[src/rtl/ring_monitor_pkg.sv]
// Shared FSM state encodings and error codes for the ring counter monitor.
package ring_monitor_pkg;

    localparam logic [1:0] StSync  = 2'd0;
    localparam logic [1:0] StTrack = 2'd1;
    localparam logic [1:0] StFault = 2'd2;

    localparam logic [1:0] ErrNone      = 2'd0;
    localparam logic [1:0] ErrNotOnehot = 2'd1;
    localparam logic [1:0] ErrBadSucc   = 2'd2;

endpackage

[src/rtl/ring_monitor_if.sv]
// Observation bus between a ring counter source and the monitor.
interface ring_monitor_if #(
    parameter int unsigned N    = 4,
    parameter int unsigned LAPW = 8,
    localparam int unsigned IdxW = $clog2(N)
);
    logic            en;
    logic [N-1:0]    q;
    logic [IdxW-1:0] idx;
    logic            locked;
    logic [LAPW-1:0] lap;
    logic            wrap;
    logic            fault;
    logic [1:0]      err_code;

    modport master (
        output en, q,
        input  idx, locked, lap, wrap, fault, err_code
    );

    modport slave (
        input  en, q,
        output idx, locked, lap, wrap, fault, err_code
    );
endinterface

[src/rtl/ring_monitor_onehot_enc.sv]
// Combinational one-hot detector and binary encoder.
module onehot_enc #(
    parameter int unsigned N = 4,
    localparam int unsigned IdxW = $clog2(N)
) (
    input  logic [N-1:0]    q,
    output logic [IdxW-1:0] idx,
    output logic            is_onehot
);
    always_comb begin
        idx = '0;
        for (int i = 0; i < N; i++) begin
            if (q[i]) idx = idx | IdxW'(i);
        end
    end

    // Exactly one bit set: nonzero and clearing the lowest set bit leaves zero.
    assign is_onehot = (q != '0) && ((q & (q - N'(1))) == '0);
endmodule

[src/rtl/ring_monitor.sv]
// Tracks a one-hot ring counter: locks on phase, counts laps, flags illegal steps.
module ring_monitor
    import ring_monitor_pkg::*;
#(
    parameter int unsigned N    = 4,
    parameter int unsigned LAPW = 8,
    localparam int unsigned IdxW = $clog2(N)
) (
    input  logic           clk,
    input  logic           reset,
    ring_monitor_if.slave  bus
);
    logic [1:0]      state_q, state_d;
    logic [N-1:0]    prev_q, prev_d;
    logic [IdxW-1:0] idx_q, idx_d;
    logic [LAPW-1:0] lap_q, lap_d;
    logic            wrap_q, wrap_d;
    logic [1:0]      err_q, err_d;

    logic [IdxW-1:0] enc_idx;
    logic            enc_onehot;
    logic [N-1:0]    succ;

    onehot_enc #(.N(N)) u_enc (
        .q         (bus.q),
        .idx       (enc_idx),
        .is_onehot (enc_onehot)
    );

    assign succ = {prev_q[N-2:0], prev_q[N-1]};

    always_comb begin
        state_d = state_q;
        prev_d  = prev_q;
        idx_d   = idx_q;
        lap_d   = lap_q;
        err_d   = err_q;
        wrap_d  = 1'b0;
        if (bus.en) begin
            case (state_q)
                StSync: begin
                    if (enc_onehot) begin
                        prev_d  = bus.q;
                        idx_d   = enc_idx;
                        state_d = StTrack;
                    end
                end
                StTrack: begin
                    // Not-one-hot is checked first so it wins over a bad successor.
                    if (!enc_onehot) begin
                        state_d = StFault;
                        err_d   = ErrNotOnehot;
                    end else if (bus.q == succ) begin
                        prev_d = bus.q;
                        idx_d  = enc_idx;
                        if (prev_q[N-1]) begin
                            lap_d  = lap_q + LAPW'(1);
                            wrap_d = 1'b1;
                        end
                    end else if (bus.q != prev_q) begin
                        state_d = StFault;
                        err_d   = ErrBadSucc;
                    end
                end
                StFault: ;
                default: state_d = StSync;
            endcase
        end
    end

    always_ff @(posedge clk) begin
        if (reset) begin
            state_q <= StSync;
            prev_q  <= '0;
            idx_q   <= '0;
            lap_q   <= '0;
            wrap_q  <= 1'b0;
            err_q   <= ErrNone;
        end else begin
            state_q <= state_d;
            prev_q  <= prev_d;
            idx_q   <= idx_d;
            lap_q   <= lap_d;
            wrap_q  <= wrap_d;
            err_q   <= err_d;
        end
    end

    assign bus.idx      = idx_q;
    assign bus.locked   = (state_q == StTrack);
    assign bus.fault    = (state_q == StFault);
    assign bus.lap      = lap_q;
    assign bus.wrap     = wrap_q;
    assign bus.err_code = err_q;
endmodule

[src/flat_wrapper.sv]
// flat-port wrapper written by rule: the top's interface ports become plain ports
module ring_monitor_flat import ring_monitor_pkg::*;
#(
    parameter int unsigned N    = 4,
    parameter int unsigned LAPW = 8,
    localparam int unsigned IdxW = $clog2(N)
)
  (clk, reset, bus_en, bus_q, bus_idx, bus_locked, bus_lap, bus_wrap, bus_fault, bus_err_code);
  ring_monitor_if #(.N(N), .LAPW(LAPW)) bus_i ();
  input  logic clk;
  input  logic reset;
  input wire logic [$bits(bus_i.en)-1:0] bus_en;
  input wire logic [$bits(bus_i.q)-1:0] bus_q;
  output wire logic [$bits(bus_i.idx)-1:0] bus_idx;
  output wire logic [$bits(bus_i.locked)-1:0] bus_locked;
  output wire logic [$bits(bus_i.lap)-1:0] bus_lap;
  output wire logic [$bits(bus_i.wrap)-1:0] bus_wrap;
  output wire logic [$bits(bus_i.fault)-1:0] bus_fault;
  output wire logic [$bits(bus_i.err_code)-1:0] bus_err_code;
  assign bus_i.en = bus_en;
  assign bus_i.q = bus_q;
  assign bus_idx = bus_i.idx;
  assign bus_locked = bus_i.locked;
  assign bus_lap = bus_i.lap;
  assign bus_wrap = bus_i.wrap;
  assign bus_fault = bus_i.fault;
  assign bus_err_code = bus_i.err_code;
  ring_monitor #(.N(N), .LAPW(LAPW)) u_core (.clk(clk), .reset(reset), .bus(bus_i));
endmodule
[config.mk]
export PLATFORM = sky130hd
export DESIGN_NAME = ring_monitor_flat
export DESIGN_NICKNAME = d
export VERILOG_FILES = /design/src/rtl/ring_monitor_pkg.sv /design/src/rtl/ring_monitor_if.sv /design/src/rtl/ring_monitor_onehot_enc.sv /design/src/rtl/ring_monitor.sv /design/src/flat_wrapper.sv
export SDC_FILE = /design/constraint.sdc
export NUM_CORES = 1
export LEC_CHECK = 0
export CAP_MARGIN = 20
export CORE_AREA = 2 2 51 53
export CTS_CLUSTER_SIZE = 20
export DETAILED_ROUTE_END_ITERATION = 12
export DIE_AREA = 0 0 53 55
export GPL_ROUTABILITY_DRIVEN = 0
export GPL_TIMING_DRIVEN = 0
export PLACE_DENSITY = 0.78
export SLEW_MARGIN = 20
export SYNTH_ARGS = -nofsm -noshare
export SYNTH_HDL_FRONTEND = slang
export SYNTH_SLANG_ARGS = --single-unit
[constraint.sdc]
create_clock -name clk -period 2 [get_ports clk]
set_input_delay 0.2 -clock clk [delete_from_list [all_inputs] [get_ports clk]]
set_output_delay 0.2 -clock clk [all_outputs]
set_load 0.01 [all_outputs]
==> summary.md <==
| Metric | Value |
|---|---|
| Top cells by count, synth | `dfxtp_1, nor2_1, nor2b_1, xnor2_1, nand2_1` |
| Family with the most delay on the worst path | `simple AND/OR/NAND/NOR gates` |
| Power per cell area | `522 nW/µm²` |
| Hold Path Stages | `2` |
| Synthesized area | `1160 µm²` |
| Ranking of synthesized cells by area | `dfxtp_1, xnor2_1, mux2_1` |
| FF-to-FF path depth | `5` |
| IO Count | `22` |
| Yosys warning total | `0` |
| H-tree levels | `1` |
| Hold Startpoint | `bus_q[0]` |
| Worst reg2reg path endpoint | `u_core.bus.lap[4]` |
| Slew @ Worst Pin | `0.657 ns` |
| Clk root buf | `clkbuf_4` |
| Simple-gate share of the synthesized area | `between 20 and 30%` |
| Placed cell area | `around 1400 µm²` |
| Worst-Skew Late Latency | `0.31 ns` |
| Initial core utilization | `49.1%` |
| Postcts setup bufs | `0` |
| Hold Path End | `u_core.prev_q[0]` |
| Initial antenna violation count | `0` |
| Top-count cell post-synth | `dfxtp_1` |
| Final Core Density | `roughly three fifths` |
| Setup slack, reg-to-reg | `roughly 0.19 ns` |
| Worst path required time | `2.21 ns` |
| Peak Freq | `~0.55 GHz` |
| Crit path depth | `5` |
| Largest family of logic cells by synthesized area | `simple AND/OR/NAND/NOR gates` |
| Final wirelength | `between 2 and 2.5 mm` |
| Antenna Cells | `0` |
| WL/cell | `approximately 14 µm` |
| Port buffer count | `17` |
| Critical path peak fanout | `10` |
| Post-synthesis compound-gate area fraction | `14.8%` |
| Post-synth ARST share | `0%` |
| Nets@finish | `154` |
| Routed via count | `996` |
| Min Tclk post-route | `1.81 ns` |
| HP Class | `input pin to flip-flop` |
| Global-route wire length before repair | `~4.2 mm` |
| Cells after Synth | `124` |
| FF+latch count, synth | `19` |
| DR vias/cell | `5.69` |
| Leakage | `approximately 0.5 nW` |
| Number of detailed-route iterations in the first pass | `4` |
| Crit path DAT | `between 2 and 2.5 ns` |
| Worst VDD drop | `roughly 0.6 mV` |
| CTS max path bufs | `2` |
| Rows | `18` |
| Final instance area | `around 1400 µm²` |
| Area share of the largest cell type after synthesis | `32.8%` |
| Register clock-pin slew on the reported worst setup and hold paths | `~0.12 ns` |
| Die Wd | `53 µm` |
| Status | `finished clean` |
| Core area | `2360 µm²` |
| Final max-slew violation count | `0` |
| Endpoints failing setup | `0` |
| Register area share after synthesis | `approximately a third` |
| Worst path cell trace | `xnor2_1 -> nand4_1 -> buf_2 -> nor4_2 -> mux2_1` |
| Resized cells post-CTS | `0` |
| Largest net degree at the start of global routing | `12` |
| Final ANT Viol Nets | `0` |
| Reg-to-Reg Start | `u_core.prev_q[2]` |
| EDFF count, synth | `0` |
| Syn-to-layout area delta | `20.3%` |
| CP Capture Type | `flip-flop` |
| DRT iter0 DRCs | `13` |
| Final Cycle Share | `90.3%` |
| Post-CTS Hold Buffers | `0` |
| Global route overflow | `0` |
| Worst slew margin relative to its limit | `approximately 56%` |
| Total CTS buffers | `3` |
| Critical path class | `flip-flop to flip-flop` |
| Slowest cell on crit path | `dfxtp_1` |
| RSZ-0062 raised after global routing | `false` |
| Post-Synth Adder-Cell Area | `1.08%` |
| Die area | `2920 µm²` |
| Clock Sinks | `19` |
| Post-synth top area cell | `dfxtp_1` |
| Count of cell types in the netlist | `40` |
| TritonCTS clock tree | `built` |
| Layout cell share with drive strength beyond 1 | `~18%` |
| Max cap viols | `0` |
| Final hold viol count | `0` |
| Mux share of post-synthesis cell area | `7.65%` |
| Syn Nets | `132` |
| XOR/XNOR Fraction of Synth Area | `6.79%` |
| Drt drc | `0` |
| GRT Total Usage | `19.7%` |
| Mean Syn Cell Area | `9.36 µm²` |
| Worst Skew | `0.00644 ns` |
| Vias in the first global route | `958` |
| DP HPWL | `1.81 mm` |
| Synth Flop Type | `dfxtp_1` |
| Die Ht | `55 µm` |
| Buf+Inv Stages, Crit Path | `1` |
| CP startpoint kind | `flip-flop` |
| Max incr delay on CP | `0.41 ns` |
metal layers:
layer | vias to the layer above | global-route usage, % | share of wire (%)
met5 | - | 0 | 0
met4 | 0 | 5.13 | 1.1
met3 | 4 | 6.18 | 4.6
met2 | 25 | 36.7 | 51
met1 | 477 | 21.7 | 43
li1 | 490 | - | -
sequential cells by signal, indices dropped and copies added (netlist names):
signal	count
u_core.bus.err_code	2
u_core.bus.wrap	1
u_core.bus.idx	2
u_core.bus.lap	8
u_core.state_q	2
u_core.prev_q	4
worst max-delay path by stage:
| stage | from | to | slack [ns] |
|---|---|---|---|
| 2_1_floorplan | bus_q[1] | u_core.bus.lap[2] | 0.16 |
| 3_3_place_gp | reset | u_core.prev_q[0] | -0.06 |
| 3_5_place_dp | bus_en | u_core.bus.lap[4] | -0.1 |
| 4_1_cts | u_core.prev_q[2] | u_core.bus.lap[4] | 0.19 |
| 5_1_grt | u_core.prev_q[3] | u_core.bus.lap[4] | 0.05 |
| 6_report | u_core.prev_q[2] | u_core.bus.lap[4] | 0.19 |
metrics by stage:
step           power [mW]  TNS (ns)  hold WS (ns)  setup WS, ns  std cells
6_report            0.729         0         0.153         0.195        175
3_3_place_gp        0.527    -0.278         0.471       -0.0586        171
4_1_cts             0.733         0         0.152         0.186        175
5_1_grt             0.763         0         0.144        0.0520        175
2_1_floorplan       0.495         0         0.393         0.159        124
3_5_place_dp        0.532    -0.441         0.475       -0.0965        171
cell usage in the layout (no fill, tap or decap), drive strengths merged, types with 2 or more instances in the layout:
master / n
nor2b: 10
clkinv: 2
xnor2: 9
nand4: 3
nor2: 10
nor4: 5
inv: 6
clkbuf: 5
a31o: 4
a41o: 2
a31oi: 2
and3: 2
nor4b: 2
nor3: 2
a311oi: 4
buf: 8
nand3: 4
mux2: 7
or4b: 2
nand2: 7
dfxtp: 19
clkdlybuf4s50: 17
a211oi: 2
power breakdown:
group	total (mW)	switching, mW	internal, mW
Sequential	0.396	0.00859	0.388
Clock	0.206	0.131	0.0749
Combinational	0.127	0.0707	0.0558
layout make-up:
class | count | area, µm²
Multi-Input combinational cell | 88 | 691
Sequential cell | 19 | 380
Inverter | 7 | 26.3
Clock buffer | 3 | 22.5
Fill cell | 216 | 968
Timing Repair Buffer | 17 | 170
Tap cell | 30 | 37.5
Clock inverter | 1 | 5.00
Buffer | 10 | 63.8
logic make-up (layout without fill, tap and decap cells):
group / after synthesis / after routing
simple gates: 50 / 50
buf+inv: 17 / 38
fa+ha+maj: 1 / 1
flops: 19 / 19
mux: 8 / 8
compound gates: 20 / 20
xor+xnor: 9 / 9
(Power assumes the default switching activity.)
